**src/rtl/reg_id_ex.sv**
```systemverilog
// ID/EX pipeline register: captures the decoder control word and decode-stage
// operands, with stall (hold), flush (bubble), illegal-opcode flagging, branch
// kind recovery from op_code and a saturating bubble counter.
module reg_id_ex #(
  parameter int DATA_W = 32,
  parameter int CNT_W  = 16
) (
  input  logic              clk,
  input  logic              rst_n,
  input  logic              stall,
  input  logic              flush,
  input  logic              id_valid,
  input  logic [5:0]        op_code,
  input  logic              branch,
  input  logic              memRead,
  input  logic              memWrite,
  input  logic              aluSrc,
  input  logic              regWrite,
  input  logic              memToReg,
  input  logic              regDst,
  input  logic [2:0]        aluOp,
  input  logic [DATA_W-1:0] pc_plus4,
  input  logic [DATA_W-1:0] read_data1,
  input  logic [DATA_W-1:0] read_data2,
  input  logic [DATA_W-1:0] sign_ext_imm,
  input  logic [4:0]        rs,
  input  logic [4:0]        rt,
  input  logic [4:0]        rd,
  output logic              ex_valid,
  output logic              ex_branch,
  output logic              ex_memRead,
  output logic              ex_memWrite,
  output logic              ex_aluSrc,
  output logic              ex_regWrite,
  output logic              ex_memToReg,
  output logic              ex_regDst,
  output logic [2:0]        ex_aluOp,
  output logic [1:0]        ex_branch_type,
  output logic              ex_illegal,
  output logic [DATA_W-1:0] ex_pc_plus4,
  output logic [DATA_W-1:0] ex_rd1,
  output logic [DATA_W-1:0] ex_rd2,
  output logic [DATA_W-1:0] ex_imm,
  output logic [4:0]        ex_rs,
  output logic [4:0]        ex_rt,
  output logic [4:0]        ex_rd,
  output logic [CNT_W-1:0]  bubble_count
);

  logic       isSupported;
  logic [1:0] branchType;
  logic       loadValid;
  logic       loadIllegal;
  logic       update;
  logic       bubbleEvent;
  logic       keepCtrl;

  // Opcode decode: which opcodes are supported, and the branch kind the
  // decoder's shared branch bit cannot tell apart. Unknown opcodes fall to
  // the default arm, so X on op_code never claims to be supported.
  always_comb begin
    isSupported = 1'b0;
    branchType  = 2'b00;
    case (op_code)
      6'b000000, 6'b100011, 6'b101011, 6'b001000,
      6'b001100, 6'b001101, 6'b001010: isSupported = 1'b1;
      6'b000100: begin isSupported = 1'b1; branchType = 2'b01; end
      6'b000101: begin isSupported = 1'b1; branchType = 2'b10; end
      6'b000111: begin isSupported = 1'b1; branchType = 2'b11; end
      default: ;
    endcase
  end

  // Next-cycle qualifiers. Every control/data input is ANDed with loadValid,
  // so X on decoder outputs during a bubble resolves to 0 instead of leaking.
  always_comb begin
    update      = flush | ~stall;
    loadValid   = ~flush & id_valid & isSupported;
    loadIllegal = ~flush & id_valid & ~isSupported;
    bubbleEvent = update & ~loadValid;
    keepCtrl    = loadValid;
  end

  // Pipeline register: reset > flush > stall > load; bubbles clear everything.
  always_ff @(posedge clk) begin
    if (!rst_n) begin
      ex_valid       <= 1'b0;
      ex_branch      <= 1'b0;
      ex_memRead     <= 1'b0;
      ex_memWrite    <= 1'b0;
      ex_aluSrc      <= 1'b0;
      ex_regWrite    <= 1'b0;
      ex_memToReg    <= 1'b0;
      ex_regDst      <= 1'b0;
      ex_aluOp       <= '0;
      ex_branch_type <= '0;
      ex_illegal     <= 1'b0;
      ex_pc_plus4    <= '0;
      ex_rd1         <= '0;
      ex_rd2         <= '0;
      ex_imm         <= '0;
      ex_rs          <= '0;
      ex_rt          <= '0;
      ex_rd          <= '0;
    end else if (update) begin
      ex_valid       <= keepCtrl;
      ex_branch      <= keepCtrl & branch;
      ex_memRead     <= keepCtrl & memRead;
      ex_memWrite    <= keepCtrl & memWrite;
      ex_aluSrc      <= keepCtrl & aluSrc;
      ex_regWrite    <= keepCtrl & regWrite;
      ex_memToReg    <= keepCtrl & regWrite & memToReg;
      ex_regDst      <= keepCtrl & regWrite & regDst;
      ex_aluOp       <= {3{keepCtrl}} & aluOp;
      ex_branch_type <= {2{keepCtrl & branch}} & branchType;
      ex_illegal     <= loadIllegal;
      ex_pc_plus4    <= {DATA_W{keepCtrl | loadIllegal}} & pc_plus4;
      ex_rd1         <= {DATA_W{keepCtrl}} & read_data1;
      ex_rd2         <= {DATA_W{keepCtrl}} & read_data2;
      ex_imm         <= {DATA_W{keepCtrl}} & sign_ext_imm;
      ex_rs          <= {5{keepCtrl}} & rs;
      ex_rt          <= {5{keepCtrl}} & rt;
      ex_rd          <= {5{keepCtrl}} & rd;
    end
  end

  // Saturating count of inserted bubbles (flushes, empty slots, illegal ops).
  always_ff @(posedge clk) begin
    if (!rst_n) begin
      bubble_count <= '0;
    end else if (bubbleEvent && (bubble_count != '1)) begin
      bubble_count <= bubble_count + 1'b1;
    end
  end

endmodule

```
**config.mk**
```make
export PLATFORM = sky130hd
export DESIGN_NAME = reg_id_ex
export DESIGN_NICKNAME = d
export VERILOG_FILES = /design/src/rtl/reg_id_ex.sv
export SDC_FILE = /design/constraint.sdc
export NUM_CORES = 1
export LEC_CHECK = 0
export CAP_MARGIN = 20
export CORE_UTILIZATION = 35
export CTS_BUF_LIST = sky130_fd_sc_hd__clkbuf_8
export CTS_CLUSTER_DIAMETER = 200
export DETAILED_ROUTE_END_ITERATION = 7
export PLACE_DENSITY = 0.84
export SKIP_LAST_GASP = 1
export SYNTH_ARGS = -nofsm -noshare
export SYNTH_HDL_FRONTEND = slang
export SYNTH_SLANG_ARGS = --single-unit
export TNS_END_PERCENT = 50
```
**constraint.sdc**
```tcl
create_clock -name clk -period 1.97 [get_ports clk]
set_input_delay 0.2955 -clock clk [delete_from_list [all_inputs] [get_ports clk]]
set_output_delay 0.2955 -clock clk [all_outputs]
set_load 0.02 [all_outputs]
```
==> out/results.txt <==
Mux cell area share after synthesis = 0.00349
Worst hold slack = 344 ps
Detail Placement HPWL = 14.1 mm
Layout area overhead = 74.7%
Dpl cells = 1,051
Post-Synth XOR/XNOR Area = 0.00153
Synth Area in Adders = 0.00218
Clk root buf = clkbuf_8
Slew Limit Fails = 0
Synth Area in Simple Gates = 0.0857
Dominant cells by area after synthesis = dfxtp_1 60%, a22o_1 18%, a22oi_1 4.2%, nor2_1 2.2%, clkbuf_1 1.9%
Largest family of logic cells by synthesized area = compound AO/OA/AOI/OAI gates
FF-to-FF setup slack = 90 ps
Congestion Overflow GR = 0
CTS H-tree depth = 4
Cts bufs inserted = 17
Worst Hold Depth = 3
Max-cap violations = 0
Clk buf depth = 2
Peak supply drop = 0.000452 V
Total number of vias = 5,514
Clk slew on worst S/H paths = 90 ps
Drt pass-1 iters = 5
Die area = 16,900 um^2
Chip Width = 130 um
Post-Layout Inst Area = 10,000 um^2
Hold-fix buffers, CTS = 0
DRC viols = 0
Pwr per Cell Area = 649 nW/um^2
Unrepaired setup endpoints after global routing = true
Initial DRC Count = 242
GRT Util Overall = 0.214
Initial antenna violation count = 1
Number of clock sinks = 173
Most used DFF post-synth = dfxtp_1
CP required = 2360 ps
Ys async rst share = 0
Period minus WS final = 1950 ps
TritonCTS clock tree = done
Yosys reg bits = 173
CP Class = in -> reg
PortBufs = 336
Most frequent cells in the layout = 333 x clkdlybuf4s50_1, 173 x dfxtp_1, 119 x a22o_1
Slew headroom = 0.691
Critical path arrival = 2340 ps
CP max stage cell = clkdlybuf4s50_1
Row count = 46
Syn Area/Cell = 11.3 um^2
Vias in the first global route = 5,203
Routed WL per cell = 17.5 um
DRT antenna net count = 0
Synth Instances = 506
Total routed wirelength = 19.0 mm
Largest net degree at the start of global routing = 45
Final setup fails = 0
Ports = 337
Syn_nets = 671
CORE AREA = 15,900 um^2
Crit Path Max Fanout = 14
Compound-Gate Fraction of Synth Area = 0.268
Clock latency on the worst-skew pair = 450 ps
Critical Path Start Type = primary input
Max frequency = 0.512 GHz
Pleak = 0.00369 uW
CP endpoint kind = flop
Final period utilization = 0.991
Finished Layout Cells = 1,083
Biggest cell delay along the critical path = 520 ps
Dpl cell area = 9610 um^2
Post-synthesis sequential area ratio = 0.604
Yosys top cell area share = 0.604
Status = finished, final reports clean
Ys Warns = 0
Hold Path Class = in -> reg
Vert. Die Dim = 130 um
R2R depth = 6
Nets = 1,019
Initial Utilization = 0.360
Critical path cell sequence = clkdlybuf4s50_1, mux2i_1, and3_1, or3_4, buf_6, or4_4, a21oi_2
Setup WS pre-CTS = -478 ps
Via-per-instance ratio = 5.09
Levels on crit path = 7
Layout cells sized above 1 = 0.0957
Cell family with most CP delay = simple AND/OR/NAND/NOR gates
Commonest non-fill, non-tap cell in the layout = clkdlybuf4s50_1
Buffers & Inverters on Critical Path = 2
Final hold violations = 0
Yosys top cell by area = dfxtp_1
Clock skew = 8.95 ps
Syn Std Cell Area = 5740 um^2
Number of flops mapped to enable cells by yosys = 0
GPL Wtd Cong = 0.774
Antenna diode count = 0
Slew of the pin with the lowest slew margin = 458 ps
Synth cell types = 41
PnR worst setup slack = 17.6 ps
First-pass GRT wire length = 27.6 mm
==> path summary, 6_finish.rpt <==
check                        from                 to
hold / removal         op_code[1]  ex_branch_type[0]
setup reg to reg  bubble_count[1]   bubble_count[11]
setup / recovery       op_code[0]    bubble_count[4]
hold reg to reg        ex_illegal         ex_illegal
==> layout make-up <==
cell class              instances  area, um^2
repair buffers                372        3770
clock buffers                  18         248
inverters                       5        18.8
clock inverters                14         111
well taps                     216         270
flip-flops and latches        173        3460
multi-input cells             285        2140
fillers                      1261        5920
==> registers in the layout, summed over array words and instances, names as in the netlist, 2 cells and up <==
| signal | flops |
|---|---|
| bubble_count | 16 |
| ex_rd2 | 32 |
| ex_rd | 5 |
| ex_aluOp | 3 |
| ex_rd1 | 32 |
| ex_branch_type | 2 |
| ex_pc_plus4 | 32 |
| ex_imm | 32 |
| ex_rt | 5 |
| ex_rs | 5 |
==> timing repair <==
item | in CTS | in global routing
setup buffers | 0 | 0
gates resized for setup | 0 | 14
setup endpoints to repair | 0 | 13
==> logic make-up (layout without fill, tap and decap cells) <==
family,count (synthesis),after routing
muxes,2,2
adders and majority gates,1,1
and+or+nand+nor,90,90
AOI/OAI and AO/OA,191,191
DFF,173,173
buffers and inverters,48,409
xor gates and xnor gates,1,1
==> metrics by stage <==
step,TNS [ps],power [uW],utilization
after global placement,-32370,4260,0.602
after global routing,-206,6750,0.629
final,0,6500,0.629
after CTS,0,6570,0.625
after detailed placement,-37270,4280,0.602
after floorplan,0,3790,-
==> metal layers <==
metal  global-route usage  share of wire  up-vias
li1                     -              -     2631
met1                0.255           0.40     2645
met2                0.354           0.50      206
met3               0.0718          0.076       30
met4               0.0841          0.023        2
met5                    0        0.00042        -
==> worst register-to-register path: stages, from the launching register on <==
cell	delay [ps]
dfxtp_1	330
buf_4	150
ha_1	190
nand3_1	200
nor2_1	160
or4b_2	630
a21oi_1	160
==> power breakdown <==
group	switching, uW	internal [uW]	total, uW	leakage (uW)
registers	17.6	3530	3540	0.00140
clock network	1370	933	2300	0.000181
logic	242	415	657	0.00211
==> cell usage after synthesis (3+ instances only) <==
cell type	count
nand3_1	4
a22oi_1	32
a21oi_1	16
or3_1	3
nand2_1	12
and4_1	3
nand4_1	4
nor2_1	34
o21ai_0	6
dfxtp_1	173
o31ai_1	8
buf_1	3
inv_1	5
or4b_2	3
nand2b_1	3
or4_1	9
clkbuf_1	29
buf_2	9
a22o_1	119
o41ai_1	4
Power figures use the tool's default switching activity.
==> variant: new RTL, same flow settings <==
Put one more register stage on the output `bubble_count`, cleared by the reset. The value now appears one clock later. The other outputs are not delayed to match.
--- a/src/rtl/reg_id_ex.sv
+++ b/src/rtl/reg_id_ex.sv
@@ -46,6 +46,8 @@
   output logic [4:0]        ex_rd,
   output logic [CNT_W-1:0]  bubble_count
 );
+
+  logic [CNT_W-1:0] bubble_count_s0;
 
   logic       isSupported;
   logic [1:0] branchType;
@@ -127,9 +129,17 @@
   // Saturating count of inserted bubbles (flushes, empty slots, illegal ops).
   always_ff @(posedge clk) begin
     if (!rst_n) begin
+      bubble_count_s0 <= '0;
+    end else if (bubbleEvent && (bubble_count_s0 != '1)) begin
+      bubble_count_s0 <= bubble_count_s0 + 1'b1;
+    end
+  end
+
+  always_ff @(posedge clk) begin
+    if (!rst_n) begin
       bubble_count <= '0;
-    end else if (bubbleEvent && (bubble_count != '1)) begin
-      bubble_count <= bubble_count + 1'b1;
+    end else begin
+      bubble_count <= bubble_count_s0;
     end
   end
 
Formal check against the unedited RTL: not equivalent (Yosys sat finds a counterexample within 4 cycles, from zero or initial values and one cycle with rst_n low).
==> variant against the unedited design <==
Combinational power is 3% lower. Synthesized area is 6.8% higher. Wire length is 1.5% higher. Power is 9.9% higher. Register-to-register slack better by 0.03 ns. Sequential cell count is 16 higher. Setup slack better by 0.093 ns. Die area is 6.7% higher. Critical path depth stayed put. Final area is 4.0% higher. Largest power group unchanged.
==> variant: results (changes against the unedited design) <==
stage,metric,value,unit,change
detailed_routing,ant_nets,0,,unchanged
grt,antenna_found_initial,3,,+2
yosys,synth_xor_area_frac,0.001430,,-0.00009698
yosys,synth_area_leaders,"dfxtp_1 (62%), a22o_1 (17%), a22oi_1 (3.9%), nor2_1 (2.7%), and2_1 (1.6%)",,
cts,worstSkewPairLatency,0.47,ns,+0.02 ns
grt,grt_pass1_vias,5488,,+5.5%
worst_setup_path,worstPathMaxFanout,19,,+5
detailed_routing,drt-total-wl,19260,µm,+1.5%
pwr,max-vdd-ir-drop,0.0004202,V,-7.0%
grt,grt_usage,0.2095,,-0.004165
yosys,synth_fp_nets,692,,+3.1%
pwr,leakagePower,3.894,nW,+5.6%
yosys,synth_cells,527,,+4.2%
yosys,synth_commonest_cells,"dfxtp_1 (189), a22o_1 (121), nor2_1 (44)",,
placed_design,placed_area,9990,µm²,+4.0%
yosys,yosys-mux-area-fraction,0.01471,,+0.01122
detailed_routing,viasPerCell,5.011,,-1.6%
finish,fillers,1391,,+10%
sta,worst_pin_slew,0.3862,ns,-0.07183 ns
detailed_routing,drt_iter0_drc,222,,-8.3%
yosys,synth_cell_types,40,,-2.4%
outcome,run_status,"complete, no violations",,
grt,grt_max_degree,50,,+11%
yosys,synth_compound_area_frac,0.2459,,-0.02213
placed_design,gp_congestion,0.7751,,+0.17%
cts,clkSlewWorstSetupHoldPaths,0.12,ns,+0.03 ns
finish,drive_gt1_frac,0.08549,,-0.01024
sta,skew,0.01274,ns,+0.003792 ns
yosys,synth_fa_ha_area_frac,0.002042,,-0.0001385
placed_design,dp.final_hpwl,14540,µm,+2.9%
worst_setup_path,path_delay_family,buffers and inverters,,
worst_setup_path,cp.arrival,2.23,ns,-0.11 ns
finish,fin_nets,1041,,+2.2%
grt,grt_first_pass_wirelength,29280,µm,+6.0%
worst_hold_path,worst_hold_path_type,in2reg,,
[variant: routing by layer]
layer,global-route usage,vias to the layer above,part of all wire
li1,-,2673,-
met5,0,-,0.00067
met3,0.07256,30,0.082
met1,0.2409,2650,0.40
met2,0.3578,237,0.49
met4,0.07865,2,0.022
[variant: area by class of cell]
cell class | instances | area share
multi-input combinational | 295 | 0.2092
clock buffer | 17 | 0.02244
tap | 225 | 0.02700
antenna | 2 | 0.0004800
sequential | 189 | 0.3629
clock inverter | 15 | 0.01836
timing repair buffer | 372 | 0.3593
inverter | 1 | 0.0003600
[variant: metrics by stage]
stage	worst slack [ns]	setup TNS, ns	utilization	power (mW)	instances
floorplan	0.1622	0	-	4.128	527
global placement	-0.3387	-33.58	0.5816	4.595	1082
detailed placement	-0.4311	-40.86	0.5816	4.604	1082
CTS	0.06234	0	0.6064	7.239	1114
global route	-0.02709	-0.02709	0.6070	7.425	1116
finish	0.1106	0	0.6070	7.142	1116
[variant: worst paths after layout]
kind / startpoint / endpoint / slack [ns] / depth (start not counted)
worst max register to register: bubble_count_s0[0] / bubble_count_s0[12] / 0.12 / 7
worst min register to register: ex_valid / ex_valid / 0.47 / 2
worst max-delay path: op_code[2] / bubble_count_s0[11] / 0.11 / 7
worst min-delay path: sign_ext_imm[28] / ex_imm[28] / 0.39 / 2
[variant: report_power, final]
part	switching [mW]	leakage (nW)	internal, mW
clock	1.63	0.211	0.991
combinational	0.232	2.16	0.408
sequential	0.0220	1.52	3.86
